--- src/rtl/io_board_pkg.sv ---
// Shared constants for the board-side I/O bridge: seven-segment glyphs,
// double-dabble FSM states and port-index width.
package io_board_pkg;

    localparam int IDX_W = 2;

    typedef logic [IDX_W-1:0] port_idx_t;

    typedef enum logic [1:0] {
        ST_LOAD,
        ST_SHIFT,
        ST_STORE
    } dd_state_e;

    localparam logic [6:0] SEG_BLANK = 7'h7F;
    localparam logic [6:0] SEG_DASH  = 7'h3F;

    // Entry 0 is the rightmost element: SEG_DIGIT[d] is the glyph for d.
    localparam logic [9:0][6:0] SEG_DIGIT = {
        7'h10, 7'h00, 7'h78, 7'h02, 7'h12,
        7'h19, 7'h30, 7'h24, 7'h79, 7'h40
    };

    function automatic logic [6:0] seg_glyph(input logic [3:0] d);
        if (d > 4'd9) begin
            return SEG_BLANK;
        end
        return SEG_DIGIT[d];
    endfunction

    function automatic logic [3:0] dd_adjust(input logic [3:0] n);
        return (n >= 4'd5) ? n + 4'd3 : n;
    endfunction

endpackage

--- src/rtl/io_debounce.sv ---
// Per-bit two-flop synchroniser followed by a counting debouncer;
// the stable value flips only after DEBOUNCE_CYCLES consecutive mismatches.
module io_debounce #(
    parameter int               WIDTH           = 1,
    parameter int               DEBOUNCE_CYCLES = 50000,
    parameter logic [WIDTH-1:0] RESET_VAL       = '0
) (
    input  logic             clock,
    input  logic             reset,
    input  logic [WIDTH-1:0] din,
    output logic [WIDTH-1:0] dout
);

    localparam int CNT_W = (DEBOUNCE_CYCLES > 2) ? $clog2(DEBOUNCE_CYCLES) : 1;
    localparam logic [CNT_W-1:0] CNT_MAX = CNT_W'(DEBOUNCE_CYCLES - 1);

    logic [WIDTH-1:0] sync1_q;
    logic [WIDTH-1:0] sync2_q;
    logic [WIDTH-1:0] stable_q;
    logic [WIDTH-1:0] stable_d;
    logic [CNT_W-1:0] cnt_q [WIDTH];
    logic [CNT_W-1:0] cnt_d [WIDTH];

    always_ff @(posedge clock or posedge reset) begin
        if (reset) begin
            sync1_q  <= RESET_VAL;
            sync2_q  <= RESET_VAL;
            stable_q <= RESET_VAL;
            for (int i = 0; i < WIDTH; i++) begin
                cnt_q[i] <= '0;
            end
        end else begin
            sync1_q  <= din;
            sync2_q  <= sync1_q;
            stable_q <= stable_d;
            for (int i = 0; i < WIDTH; i++) begin
                cnt_q[i] <= cnt_d[i];
            end
        end
    end

    always_comb begin
        stable_d = stable_q;
        for (int i = 0; i < WIDTH; i++) begin
            cnt_d[i] = '0;
            if (sync2_q[i] != stable_q[i]) begin
                if (cnt_q[i] == CNT_MAX) begin
                    stable_d[i] = ~stable_q[i];
                end else begin
                    cnt_d[i] = cnt_q[i] + 1'b1;
                end
            end
        end
    end

    assign dout = stable_q;

endmodule

--- src/rtl/io_board_bridge.sv ---
// Board side of the CPU I/O ports: debounced switches/keys in, and a
// round-robin double-dabble converter driving six seven-segment displays.
module io_board_bridge
    import io_board_pkg::*;
#(
    parameter int DEBOUNCE_CYCLES = 50000,
    parameter int NUM_SW          = 10
) (
    input  logic              clock,
    input  logic              reset,
    input  logic [NUM_SW-1:0] sw,
    input  logic [3:1]        key,
    input  logic [31:0]       out_port0,
    input  logic [31:0]       out_port1,
    input  logic [31:0]       out_port2,
    output logic [31:0]       in_port0,
    output logic [31:0]       in_port1,
    output logic [31:0]       in_port2,
    output logic [6:0]        hex0,
    output logic [6:0]        hex1,
    output logic [6:0]        hex2,
    output logic [6:0]        hex3,
    output logic [6:0]        hex4,
    output logic [6:0]        hex5
);

    logic [NUM_SW-1:0] sw_stable;
    logic [2:0]        key_stable;

    io_debounce #(
        .WIDTH          (NUM_SW),
        .DEBOUNCE_CYCLES(DEBOUNCE_CYCLES),
        .RESET_VAL      ({NUM_SW{1'b0}})
    ) u_sw_db (
        .clock(clock),
        .reset(reset),
        .din  (sw),
        .dout (sw_stable)
    );

    io_debounce #(
        .WIDTH          (3),
        .DEBOUNCE_CYCLES(DEBOUNCE_CYCLES),
        .RESET_VAL      (3'b111)
    ) u_key_db (
        .clock(clock),
        .reset(reset),
        .din  (key),
        .dout (key_stable)
    );

    // Stable registers feed the ports directly; keys report 1 = pressed.
    assign in_port0 = {27'b0, sw_stable[4:0]};
    assign in_port1 = {27'b0, sw_stable[9:5]};
    assign in_port2 = {29'b0, ~key_stable};

    dd_state_e state_q, state_d;
    port_idx_t idx_q, idx_d;
    logic [6:0] val_q, val_d;
    logic       ovf_q, ovf_d;
    logic [7:0] bcd_q, bcd_d;
    logic [2:0] cnt_q, cnt_d;
    logic [6:0] hex_q [6];
    logic [6:0] hex_d [6];

    logic [31:0] port_word;
    logic [6:0]  tens_seg;
    logic [6:0]  units_seg;

    always_ff @(posedge clock or posedge reset) begin
        if (reset) begin
            state_q <= ST_LOAD;
            idx_q   <= '0;
            val_q   <= '0;
            ovf_q   <= 1'b0;
            bcd_q   <= '0;
            cnt_q   <= '0;
            for (int i = 0; i < 6; i++) begin
                hex_q[i] <= SEG_BLANK;
            end
        end else begin
            state_q <= state_d;
            idx_q   <= idx_d;
            val_q   <= val_d;
            ovf_q   <= ovf_d;
            bcd_q   <= bcd_d;
            cnt_q   <= cnt_d;
            for (int i = 0; i < 6; i++) begin
                hex_q[i] <= hex_d[i];
            end
        end
    end

    always_comb begin
        port_word = out_port0;
        unique case (idx_q)
            2'd1:    port_word = out_port1;
            2'd2:    port_word = out_port2;
            default: port_word = out_port0;
        endcase
    end

    always_comb begin
        tens_seg  = seg_glyph(bcd_q[7:4]);
        units_seg = seg_glyph(bcd_q[3:0]);
        if (ovf_q) begin
            tens_seg  = SEG_DASH;
            units_seg = SEG_DASH;
        end else if (bcd_q[7:4] == 4'd0) begin
            tens_seg = SEG_BLANK;
        end
    end

    always_comb begin
        state_d = state_q;
        idx_d   = idx_q;
        val_d   = val_q;
        ovf_d   = ovf_q;
        bcd_d   = bcd_q;
        cnt_d   = cnt_q;
        for (int i = 0; i < 6; i++) begin
            hex_d[i] = hex_q[i];
        end
        unique case (state_q)
            ST_LOAD: begin
                val_d   = port_word[6:0];
                ovf_d   = port_word > 32'd99;
                bcd_d   = '0;
                cnt_d   = '0;
                state_d = ST_SHIFT;
            end
            ST_SHIFT: begin
                {bcd_d, val_d} = {dd_adjust(bcd_q[7:4]),
                                  dd_adjust(bcd_q[3:0]),
                                  val_q} << 1;
                cnt_d = cnt_q + 3'd1;
                if (cnt_q == 3'd6) begin
                    state_d = ST_STORE;
                end
            end
            ST_STORE: begin
                unique case (idx_q)
                    2'd1: begin
                        hex_d[2] = units_seg;
                        hex_d[3] = tens_seg;
                    end
                    2'd2: begin
                        hex_d[4] = units_seg;
                        hex_d[5] = tens_seg;
                    end
                    default: begin
                        hex_d[0] = units_seg;
                        hex_d[1] = tens_seg;
                    end
                endcase
                idx_d   = (idx_q == 2'd2) ? 2'd0 : idx_q + 2'd1;
                state_d = ST_LOAD;
            end
            default: state_d = ST_LOAD;
        endcase
    end

    assign hex0 = hex_q[0];
    assign hex1 = hex_q[1];
    assign hex2 = hex_q[2];
    assign hex3 = hex_q[3];
    assign hex4 = hex_q[4];
    assign hex5 = hex_q[5];

endmodule

--- config.mk ---
export PLATFORM = sky130hd
export DESIGN_NAME = io_board_bridge
export DESIGN_NICKNAME = d
export VERILOG_FILES = /design/src/rtl/io_board_pkg.sv /design/src/rtl/io_debounce.sv /design/src/rtl/io_board_bridge.sv
export SDC_FILE = /design/constraint.sdc
export NUM_CORES = 1
export LEC_CHECK = 0
export ABC_AREA = 1
export BUFFER_PORTS_ARGS = -buffer_cell sky130_fd_sc_hd__buf_2
export CAP_MARGIN = 20
export CORE_MARGIN = 4
export CORE_UTILIZATION = 62
export CTS_CLUSTER_SIZE = 28
export DETAILED_ROUTE_END_ITERATION = 10
export GPL_ROUTABILITY_DRIVEN = 0
export PLACE_DENSITY_LB_ADDON = 0.25
export SYNTH_ARGS = -nofsm -noshare
export SYNTH_HDL_FRONTEND = slang
export SYNTH_SLANG_ARGS = --single-unit
export TNS_END_PERCENT = 30
--- constraint.sdc ---
create_clock -name clock -period 16.29 [get_ports clock]
set_clock_uncertainty 0.05 [all_clocks]
set_input_delay 1.629 -clock clock [delete_from_list [all_inputs] [get_ports clock]]
set_output_delay 1.629 -clock clock [all_outputs]
set_load 0.1 [all_outputs]
==> results_tabular.tex, run 1 <==
\begin{tabular}{lr}
\hline
Metric & Value \\
\hline
\multicolumn{2}{l}{\textbf{Place}} \\
Count of port buffers added during placement & 165 \\
Placed cell count & 2403 \\
Dpl cell area & 0.01683 sq mm \\
Setup WS pre-CTS & 11620 ps \\
Post-DP HPWL & 24580 um \\
\multicolumn{2}{l}{\textbf{Critical path}} \\
Buffer and inverter count on the worst path & 1 \\
Delay-heaviest family, CP & flip-flops \\
Slowest Stage Delay on Critical Path & 530 ps \\
CP Max Fanout & 2 \\
Crit path capture type & primary output \\
Data required time at the worst endpoint & 14610 ps \\
Data arrival time of the worst path & 1500 ps \\
CP startpoint kind & register \\
Critical Path Slowest Stage Cell & dfstp\_2 \\
Cells traversed along the worst timing path & buf\_2 \\
Category of the most critical setup path & register to primary output \\
\multicolumn{2}{l}{\textbf{STA}} \\
Final worst path period share & 19.49\% \\
Number of failing setup endpoints in the final timing report & 0 \\
Final-report hold violation count & 0 \\
Sum Neg Setup Slack & 0 ps \\
Fin. max-slew vios & 0 \\
RSZ-0062 raised after global routing & false \\
Fmax & 314.9 MHz \\
Post-route minimum period & 3176 ps \\
Final Worst Setup Slack & 13110 ps \\
Slew headroom & 36.34\% \\
Worst Max-Slew Pin Slew & 954.8 ps \\
\multicolumn{2}{l}{\textbf{Clocking}} \\
CTS tree & done \\
Clock buffer depth & 3 \\
CTS Root Cell & clkbuf\_16 \\
Clk Latency, worst-skew pair & 500 ps \\
Number of gates resized after CTS & 0 \\
Count of buffers added by post-CTS timing repair for setup & 0 \\
H-tree levels & 2 \\
Count of clock tree sinks & 312 \\
CTS Hold Bufs & 0 \\
Cts bufs inserted & 34 \\
Clock-pin slew of the registers on the worst-case setup and hold paths & about 60 ps \\
\multicolumn{2}{l}{\textbf{Global routing}} \\
Pin count of the biggest net entering global routing & between 150 and 200 \\
Total congestion overflow after global routing & 0 \\
Tot GR Track Use & roughly 24\% \\
Initial antenna violation count & 0 \\
Wire length of the first global-routing pass & just under 60000 um \\
Via count of the first global-routing pass & 12958 \\
\multicolumn{2}{l}{\textbf{Detailed routing}} \\
First-pass detailed-route iteration total & 7 \\
Vias after detailed routing & 13134 \\
Routed Antenna Nets & 0 \\
Met2 routed WL & 17360 um \\
Initial DRC count & 846 \\
Number of design rule violations left after detail routing & 0 \\
Wire length on met3 & about 1800 um \\
Highest metal layer with signal wires & met4 \\
Post-detailed-routing wire length & roughly 34000 um \\
WL met1 & 14010 um \\
Vias/cell & roughly 5.3 \\
Routed len/inst & 13.90 um \\
\multicolumn{2}{l}{\textbf{Power and ir drop}} \\
Largest voltage drop on the vdd net & between 0.1 and 0.15 mV \\
Net Sw Frac & 25.57\% \\
Share of power burned in combinational logic & under 10\% \\
Total internal power & 1287 uW \\
Clock power share & 45.1\% \\
Areal power density over the cells & 95.86 mW/mm\^{}2 \\
Reg power frac & 46.1\% \\
Net switching power & 441.9 uW \\
LEAKAGE & around 0.0085 uW \\
\multicolumn{2}{l}{\textbf{Floorplanning}} \\
Ports placed on the boundary & 249 \\
Rows & 58 \\
Die height & approximately 170 um \\
Die width & 168.3 um \\
Core area & 0.02525 sq mm \\
Die area & 0.02834 sq mm \\
Initial Util & 63.11\% \\
\multicolumn{2}{l}{\textbf{Run}} \\
Max-capacitance violation count & 0 \\
\multicolumn{2}{l}{\textbf{Final layout}} \\
Number of nets in the final layout & around 2300 \\
Layout cell share with drive strength beyond 1 & 17.28\% \\
Finished Layout Cells & 2466 \\
Number of antenna repair diodes & 0 \\
Total non-filler cell area in the finished layout & about 0.018 sq mm \\
Area Overhead vs Synth & 13.14\% \\
\multicolumn{2}{l}{\textbf{Yosys}} \\
Register area share after synthesis & about half \\
Post-Syn Instances & 1919 \\
Number of enable-type register cells in the synthesized netlist & 0 \\
Warnings from Yosys & 0 \\
Primary flip-flop cell chosen by synthesis mapping & dfrtp\_1 \\
Async SR Flop Fraction & between 90\% and 100\% \\
Area of the mapped netlist & 0.01594 sq mm \\
Post-Synthesis Mean Instance Area & approximately 8.3 sq um \\
Count of different cell masters after synthesis & 50 \\
FF+latch count, synth & 312 \\
\multicolumn{2}{l}{\textbf{Status}} \\
Run status & finished, final reports clean \\
\multicolumn{2}{l}{\textbf{Hold path}} \\
Type of the most critical hold path & register to register \\
\hline
\end{tabular}
## metal layers
layer | GRT usage, % | vias up
met5 | 0 | -
met4 | 8.469 | 0
met3 | 3.522 | 79
met1 | 29.75 | 6212
li1 | - | 6421
met2 | 43.52 | 422
## state kept, by name, summed over array words and instances, names as in the netlist, 8 cells and up
name	count
u_sw_db.cnt_q	160
bcd_q	8
u_key_db.cnt_q	48
u_sw_db.sync1_q	10
u_sw_db.dout	10
u_sw_db.sync2_q	10
## layout by cell type (no fill, tap or decap), types with 5 or more instances in the layout
master     count
nor2_2        15
nand4_1       44
o21ai_1       13
clkbuf_8       7
nand3_2        9
dfrtp_1      261
a21oi_1       76
dfstp_2       51
buf_4          5
nand2_2        9
nor3b_1       10
o211ai_1       8
inv_1        204
xor2_1        40
buf_2        165
nor4_1        11
nand2_1      407
and3_1        10
conb_1        83
a31oi_1       13
clkbuf_16     35
ha_1          29
nand3_1       72
mux2_2         8
nor2_1       279
nor3_2        12
o21ai_0       82
xnor2_1       24
inv_2         17
clkinv_2       9
nor3_1        79
## final timing paths
path | startpoint | endpoint | slack (ps) | cells past startpoint
worst max-delay path | hex4[4]$_DFFE_PP1P_ | hex4[4] | 13110 | 1
worst min-delay path | u_key_db.sync1_q[2]$_DFF_PP1_ | u_key_db.sync2_q[2]$_DFF_PP1_ | 300 | 0
worst max register to register | state_q[1]$_DFFE_PP0P_ | hex2[4]$_DFFE_PP1P_ | 14100 | 7
worst min register to register | u_key_db.sync1_q[2]$_DFF_PP1_ | u_key_db.sync2_q[2]$_DFF_PP1_ | 300 | 0
max in group asynchronous | reset | u_sw_db.cnt_q[138]$_DFF_PP0_ | 13130 | 5
min in group asynchronous | reset | state_q[1]$_DFFE_PP0P_ | 1000 | 2
## logic make-up (layout without fill, tap and decap cells)
group | Yosys count | count (layout) | share of synthesized area [%]
XOR/XNOR | 64 | 64 | 3.517
flip-flops | 312 | 312 | 49.39
buffers and inverters | 320 | 455 | 9.586
AO/OA/AOI/OAI | 206 | 206 | 6.940
adder cells (fa/ha/maj) | 29 | 29 | 2.277
other | 1 | 83 | 0.02353
AND/OR/NAND/NOR | 978 | 978 | 27.63
multiplexers | 9 | 9 | 0.6359
## power by group through the flow
stage / sequential (uW) / combinational [uW] / clock (uW)
6_report: 797 / 152 / 780
5_1_grt: 798 / 164 / 830
4_1_cts: 797 / 151 / 795
3_5_place_dp: 810 / 150 / 0
3_3_place_gp: 809 / 148 / 0
2_1_floorplan: 808 / 140 / 0
## area by class of cell
cell class / instances / area (sq um)
clock buffer: 46 / 987.2
clock inverter: 15 / 155.1
fill: 1920 / 7222
inverter: 222 / 840.8
multi-input combinational: 1369 / 6847
sequential: 312 / 7871
tap: 330 / 412.9
timing repair buffer: 172 / 918.4
## synth_stat cells, types with 2 or more instances
| cell | n | area [sq um] |
|---|---|---|
| nand2_2 | 9 | 56.30 |
| a21oi_1 | 76 | 380.4 |
| clkbuf_1 | 3 | 11.26 |
| o21ai_0 | 82 | 410.4 |
| nor2_4 | 4 | 45.04 |
| xnor2_1 | 24 | 210.2 |
| nor2_1 | 279 | 1047 |
| nor3_2 | 12 | 120.1 |
| nor4_1 | 11 | 68.82 |
| nand3b_1 | 2 | 15.01 |
| o21a_1 | 2 | 15.01 |
| nor3b_1 | 10 | 75.07 |
| dfstp_2 | 51 | 1340 |
| buf_4 | 83 | 623.1 |
| xor2_1 | 40 | 350.3 |
| and3_1 | 10 | 62.56 |
| inv_1 | 205 | 769.5 |
| nor3_1 | 79 | 395.4 |
| inv_2 | 17 | 63.81 |
| nor2_2 | 15 | 93.84 |
| nand3_2 | 9 | 90.09 |
| nand4_1 | 44 | 275.3 |
| nand2_1 | 407 | 1528 |
| nor3_4 | 4 | 65.06 |
| dfrtp_1 | 261 | 6531 |
| buf_2 | 12 | 60.06 |
| a31oi_1 | 13 | 81.33 |
| ha_1 | 29 | 362.9 |
| o22ai_1 | 4 | 25.02 |
| or2_2 | 2 | 12.51 |
| nor3b_2 | 2 | 25.02 |
| nor4_2 | 3 | 37.54 |
| nand3_1 | 72 | 360.4 |
| o21ai_1 | 13 | 65.06 |
| o211ai_1 | 8 | 60.06 |
| mux2_2 | 8 | 90.09 |
## stage by stage
stage                     utilization (%)  power, uW  hold slack, ps
final                               71.40       1729           302.6
after CTS                           71.19       1743           305.6
after global routing                71.40       1792           311.4
after floorplan                         -      948.2           281.2
after detailed placement            66.66      960.7           291.1
after global placement              66.66      957.4           283.0
Note: power is estimated with default switching activity, not from simulation.
==> inputs of run 2 (changes only) <==
- CORE_UTILIZATION: 62 -> 52
- clock period: 16.29 -> 2.87 ns (I/O delays scaled with it)
==> run 2 against run 1 <==
Worst setup slack got worse by 12000 ps; hold slack worse by 220 ps; largest cell class unchanged; die area up 18%; non-clock buffer count increased by 21; first-iteration DRC count fell by 3.0%; final area increased by 1.8%; sequential power grew to 5.7 times the previous value; highest routed layer unchanged.
==> results_tabular.tex, run 2 (same netlist as run 1, synthesis figures left out) <==
\begin{tabular}{lr}
\hline
Metric & Value \\
\hline
\multicolumn{2}{l}{\textbf{STA}} \\
Final-report hold violation count & 0 \\
Slew headroom & 56.09\% \\
Fmax & a little over 500 MHz \\
RSZ-0062 raised after global routing & false \\
Fin. max-slew vios & 0 \\
Post-route minimum period & between 1500 and 2000 ps \\
Final worst path period share & between 60\% and 70\% \\
Sum Neg Setup Slack & 0 ps \\
Worst Max-Slew Pin Slew & 657.2 ps \\
Number of failing setup endpoints in the final timing report & 0 \\
\multicolumn{2}{l}{\textbf{Critical path}} \\
Data arrival time of the worst path & between 2000 and 2500 ps \\
Critical Path Slowest Stage Cell & dfrtp\_1 \\
CP startpoint kind & register \\
Critical R2R Capture & hex3[4]\$\_DFFE\_PP1P\_ \\
CP Max Fanout & 18 \\
Launch point of the worst reg-to-reg path & state\_q[1]\$\_DFFE\_PP0P\_ \\
Cells traversed along the worst timing path & inv\_1 -> nor2\_1 -> inv\_1 -> nor2\_1 -> buf\_4 -> inv\_2 -> o21ai\_0 \\
End of the critical path & hex3[4]\$\_DFFE\_PP1P\_ \\
Slowest Stage Delay on Critical Path & roughly 520 ps \\
Delay-heaviest family, CP & buffers and inverters \\
Data required time at the worst endpoint & 3240 ps \\
Crit path capture type & register \\
Critical Path Stages & 7 \\
Category of the most critical setup path & register to register \\
Worst-case reg-to-reg path depth & 7 \\
Buffer and inverter count on the worst path & 4 \\
Setup slack on the worst flop-to-flop path & 880 ps \\
Launching element of the worst setup path & state\_q[1]\$\_DFFE\_PP0P\_ \\
\multicolumn{2}{l}{\textbf{Status}} \\
Run status & finished, final reports clean \\
\multicolumn{2}{l}{\textbf{Final layout}} \\
Number of nets in the final layout & 2273 \\
Most frequent standard cell in the layout excluding fill and tap cells & nand2\_1 \\
Largest regs & u\_sw\_db.cnt\_q (160), u\_key\_db.cnt\_q (48) \\
Number of flip-flops under the largest register name & 160 \\
Layout cell share with drive strength beyond 1 & 17.33\% \\
Most used cells in the layout excluding fill and tap cells & 407 x nand2\_1, 279 x nor2\_1, 261 x dfrtp\_1, 204 x inv\_1, 165 x buf\_2 \\
Area Overhead vs Synth & 15.13\% \\
Register ranked first by flip-flop count & u\_sw\_db.cnt\_q \\
Number of antenna repair diodes & 0 \\
\multicolumn{2}{l}{\textbf{Floorplanning}} \\
Die height & 183.1 um \\
Die width & 183.1 um \\
Ports placed on the boundary & 249 \\
Die area & 0.03351 sq mm \\
Core area & 0.02995 sq mm \\
Initial Util & 53.21\% \\
Rows & 63 \\
\multicolumn{2}{l}{\textbf{Detailed routing}} \\
Vias/cell & 5.010 \\
Routed Antenna Nets & 0 \\
First-pass detailed-route iteration total & 5 \\
Vias after detailed routing & 12765 \\
Number of design rule violations left after detail routing & 0 \\
Routed len/inst & 13.02 um \\
Initial DRC count & 821 \\
Post-detailed-routing wire length & 33190 um \\
\multicolumn{2}{l}{\textbf{Power and ir drop}} \\
Total power & approximately 10000 uW \\
Share of power burned in combinational logic & 8.8\% \\
Largest voltage drop on the vdd net & 0.3435 mV \\
Reg power frac & 45.3\% \\
Areal power density over the cells & 543.4 mW/mm\^{}2 \\
Net Sw Frac & 25.11\% \\
Clock power share & 45.9\% \\
Net switching power & around 2500 uW \\
LEAKAGE & 0.008598 uW \\
Total internal power & 7468 uW \\
\multicolumn{2}{l}{\textbf{Clocking}} \\
CTS tree & done \\
CTS Hold Bufs & 15 \\
Count of buffers added by post-CTS timing repair for setup & 0 \\
Clk Latency, worst-skew pair & 500 ps \\
Clock-pin slew of the registers on the worst-case setup and hold paths & 60 ps \\
Count of clock tree sinks & 312 \\
CTS Root Cell & clkbuf\_16 \\
Clock buffer depth & 3 \\
Cts bufs inserted & 35 \\
Number of gates resized after CTS & 0 \\
H-tree levels & 2 \\
\multicolumn{2}{l}{\textbf{Global routing}} \\
Tot GR Track Use & around a fifth \\
Total congestion overflow after global routing & 0 \\
Wire length of the first global-routing pass & 56610 um \\
Initial antenna violation count & 0 \\
Pin count of the biggest net entering global routing & 83 \\
Via count of the first global-routing pass & 12302 \\
\multicolumn{2}{l}{\textbf{Place}} \\
Post-DP HPWL & approximately 24000 um \\
Count of port buffers added during placement & 165 \\
\multicolumn{2}{l}{\textbf{Run}} \\
Max-capacitance violation count & 0 \\
\multicolumn{2}{l}{\textbf{Hold path}} \\
Type of the most critical hold path & input pin to register \\
Worst hold start & out\_port2[0] \\
\hline
\end{tabular}
## run 2: cell types whose count changed in the layout (fill, tap and decap cells not counted), sizes merged
cell         before  now
dlygate4sd3       0   15
buf             172  178
clkbuf           46   51
inv             223  221
clkinvlp          1    3
clkinv           10    6
## run 2: how the worst min path moves through the flow
stage                               endpoint  cells after the start
2_1_floorplan  u_key_db.sync1_q[0]$_DFF_PP1_                      0
3_3_place_gp    u_sw_db.sync2_q[3]$_DFF_PP0_                      0
3_5_place_dp    u_sw_db.sync2_q[4]$_DFF_PP0_                      0
4_1_cts                 val_q[0]$_DFFE_PP0P_                      3
5_1_grt                 val_q[0]$_DFFE_PP0P_                      3
6_report                val_q[0]$_DFFE_PP0P_                      3
## run 2: routing by layer
| metal | GRT usage, % | wire (um) |
|---|---|---|
| met4 | 5.304 | 816 |
| met2 | 33.91 | 16080 |
| met3 | 3.709 | 1903 |
| met1 | 25.53 | 14390 |
| met5 | 0 | 0 |
## run 2: layout make-up
class | instances | area [sq um]
sequential | 312 | 7871
multi-input combinational | 1369 | 6847
fill | 2547 | 11600
clock buffer | 51 | 1060
tap | 390 | 488.0
inverter | 222 | 837.1
timing repair buffer | 193 | 1111
clock inverter | 11 | 135.1
## run 2: metrics by stage
stage	util, %	setup slack [ps]	area, sq um	std cells	hold WS, ps
final	61.26	883.9	18350	2548	78.72
after global routing	61.26	575.1	18350	2548	114.2
after CTS	61.26	889.1	18350	2548	70.25
after detailed placement	56.77	885.5	17000	2471	285.6
after global placement	56.77	995.2	17000	2471	283.5
after floorplan	-	-1580	16250	2001	241.5
## run 2: worst reg2reg max path: cells and delay by family, from the launching register on
kind,cells,cell delay [ps]
buffers and inverters,4,710
flip-flops,1,520
AND/OR/NAND/NOR,2,410
AO/OA/AOI/OAI,1,210
## run 2: power groups by stage
stage / sequential, uW / clock [uW] / combinational [uW]
CTS: 4520 / 4690 / 883
detailed placement: 4600 / 0 / 866
global route: 4530 / 4880 / 949
finish: 4520 / 4570 / 876
floorplan: 4590 / 0 / 795
global placement: 4590 / 0 / 857
==> inputs of run 3 (changes only) <==
- CORE_UTILIZATION: 52 -> 57
- clock period: 2.87 -> 1.85 ns (I/O delays scaled with it)
==> run 3 against run 2 <==
Die area fell by 8.4%; via count is 1.3% higher; global-route usage is 2.7 points higher; critical path type unchanged; critical path depth unchanged; worst setup slack worse by 880 ps; clock-buffer cell count rose by 6.
==> results_tabular.tex, run 3 (same netlist as run 1, synthesis figures left out) <==
\begin{tabular}{lr}
\hline
Metric & Value \\
\hline
\multicolumn{2}{l}{\textbf{Status}} \\
Run status & finished, final reports clean \\
\multicolumn{2}{l}{\textbf{Critical path}} \\
Critical Path Stages & 7 \\
Launch point of the worst reg-to-reg path & bcd\_q[4]\$\_DFFE\_PP0P\_ \\
CP startpoint kind & register \\
Setup slack on the worst flop-to-flop path & 2 ps \\
Cells traversed along the worst timing path & inv\_1 -> ha\_1 -> nand2\_1 -> o211ai\_1 -> nand2\_1 -> nor3\_1 -> o21ai\_0 \\
CP Max Fanout & 6 \\
Critical R2R Capture & hex5[4]\$\_DFFE\_PP1P\_ \\
Data required time at the worst endpoint & 2210 ps \\
Worst-case reg-to-reg path depth & 7 \\
Data arrival time of the worst path & 2210 ps \\
Delay-heaviest family, CP & simple AND/OR/NAND/NOR gates \\
Buffer and inverter count on the worst path & 1 \\
Category of the most critical setup path & register to register \\
Critical Path Slowest Stage Cell & nor3\_1 \\
Crit path capture type & register \\
Slowest Stage Delay on Critical Path & 470 ps \\
Most frequent cell on the critical path & nand2\_1 \\
\multicolumn{2}{l}{\textbf{Final layout}} \\
Most used cells in the layout excluding fill and tap cells & 406 x nand2\_1, 278 x nor2\_1, 261 x dfrtp\_1, 200 x inv\_1, 165 x buf\_2 \\
Largest regs & u\_sw\_db.cnt\_q (160), u\_key\_db.cnt\_q (48) \\
Register ranked first by flip-flop count & u\_sw\_db.cnt\_q \\
Number of nets in the final layout & 2299 \\
Area Overhead vs Synth & 16.72\% \\
Number of fillers in the final layout & around 2200 \\
Finished Layout Cells & 2557 \\
Layout cell share with drive strength beyond 1 & 18.36\% \\
FF+latch area & 0.007871 sq mm \\
Number of flip-flops under the largest register name & 160 \\
Util after Layout & 68.26\% \\
Area taken by multi-input logic gates & 0.006892 sq mm \\
Most frequent standard cell in the layout excluding fill and tap cells & nand2\_1 \\
\multicolumn{2}{l}{\textbf{Clocking}} \\
CTS tree & done \\
Count of clock tree sinks & 312 \\
Clock-pin slew of the registers on the worst-case setup and hold paths & 60 ps \\
Clock buffer depth & 3 \\
Clk Latency, worst-skew pair & 500 ps \\
Cts bufs inserted & 35 \\
CTS Root Cell & clkbuf\_16 \\
H-tree levels & 2 \\
\multicolumn{2}{l}{\textbf{STA}} \\
Worst Max-Slew Pin Slew & 578.0 ps \\
Number of failing setup endpoints in the final timing report & 0 \\
Fin. max-slew vios & 0 \\
Final Worst Setup Slack & 1.789 ps \\
Slew headroom & 61.17\% \\
Fmax & 541.1 MHz \\
Final worst path period share & 99.90\% \\
RSZ-0062 raised after global routing & true \\
Post-route minimum period & 1848 ps \\
Final Hold Slack & 4.657 ps \\
Final-report hold violation count & 0 \\
\multicolumn{2}{l}{\textbf{Hold path}} \\
Type of the most critical hold path & input pin to register \\
Worst hold start & out\_port0[6] \\
Cells on Worst Hold Path & 3 \\
Worst hold path endpoint & val\_q[6]\$\_DFFE\_PP0P\_ \\
\multicolumn{2}{l}{\textbf{Place}} \\
Placed cell count & 2471 \\
Post-DP HPWL & 25530 um \\
Setup WS pre-CTS & around 22 ps \\
Count of port buffers added during placement & 165 \\
\multicolumn{2}{l}{\textbf{Power and ir drop}} \\
Areal power density over the cells & 816.4 mW/mm\^{}2 \\
LEAKAGE & 0.008738 uW \\
Largest voltage drop on the vdd net & 0.6219 mV \\
Total power & 15190 uW \\
\multicolumn{2}{l}{\textbf{Global routing}} \\
Pin count of the biggest net entering global routing & 71 \\
Total congestion overflow after global routing & 0 \\
Via count of the first global-routing pass & 12778 \\
Tot GR Track Use & 22.27\% \\
Wire length of the first global-routing pass & 58030 um \\
Initial antenna violation count & 1 \\
\multicolumn{2}{l}{\textbf{Floorplanning}} \\
Core area & 0.02725 sq mm \\
Die area & 0.03070 sq mm \\
Ports placed on the boundary & 249 \\
Initial Util & about three fifths \\
Die height & roughly 180 um \\
Rows & 60 \\
Die width & roughly 180 um \\
\multicolumn{2}{l}{\textbf{Detailed routing}} \\
Vias/cell & 5.057 \\
Post-detailed-routing wire length & 34340 um \\
Vias after detailed routing & between 10000 and 15000 \\
Routed len/inst & about 13 um \\
Initial DRC count & 804 \\
Number of design rule violations left after detail routing & 0 \\
Routed Antenna Nets & 0 \\
First-pass detailed-route iteration total & 5 \\
\multicolumn{2}{l}{\textbf{Run}} \\
Max-capacitance violation count & 0 \\
\hline
\end{tabular}
[run 3: area by class of cell]
cell class | count | area share [%]
repair buffers | 219 | 7.452
inverters | 222 | 4.500
well taps | 372 | 2.502
diodes | 1 | 0.01345
clock buffers | 57 | 6.040
flip-flops and latches | 312 | 42.31
multi-input cells | 1369 | 37.05
clock inverters | 5 | 0.1345
[run 3: worst max path at each step]
stage	startpoint	to	slack, ps
after floorplan	reset	bcd_q[0]$_DFFE_PP0P_	-2500
after global placement	bcd_q[5]$_DFFE_PP0P_	hex1[4]$_DFFE_PP1P_	90
after detailed placement	bcd_q[4]$_DFFE_PP0P_	hex5[4]$_DFFE_PP1P_	20
after CTS	bcd_q[4]$_DFFE_PP0P_	hex5[4]$_DFFE_PP1P_	30
after global routing	bcd_q[5]$_DFFE_PP0P_	hex5[4]$_DFFE_PP1P_	-110
final	bcd_q[4]$_DFFE_PP0P_	hex5[4]$_DFFE_PP1P_	2
[run 3: tightest hold or removal path, delay by kind of cell]
kind,cells,cell delay (ps)
buf+inv,1,70
compound gates,2,260
[run 3: timing repair]
action	CTS	global route
setup endpoints to repair	0	20
setup buffers	0	1
endpoints found under the hold margin	68	0
hold buffers	22	0
resized for setup	0	13
[run 3: metal layers]
layer | up-vias | share of wire (%) | GRT usage, %
li1 | 6508 | - | -
met1 | 6017 | 42 | 27.58
met2 | 345 | 50 | 39.69
met3 | 61 | 5.4 | 3.613
met4 | 0 | 3.1 | 7.627
met5 | - | 0 | 0
[run 3: power breakdown]
group,switching [uW],internal [uW],leakage [uW]
sequential,75.3,6940,0.00406
clock,2610,4140,0.000569
combinational,1130,286,0.00411
[run 3: metrics by stage]
| stage | TNS, ps | instance area [sq um] |
|---|---|---|
| 2_1_floorplan | -722980 | 16250 |
| 3_3_place_gp | 0 | 17180 |
| 3_5_place_dp | 0 | 17180 |
| 4_1_cts | 0 | 18550 |
| 5_1_grt | -631.6 | 18600 |
| 6_report | 0 | 18600 |
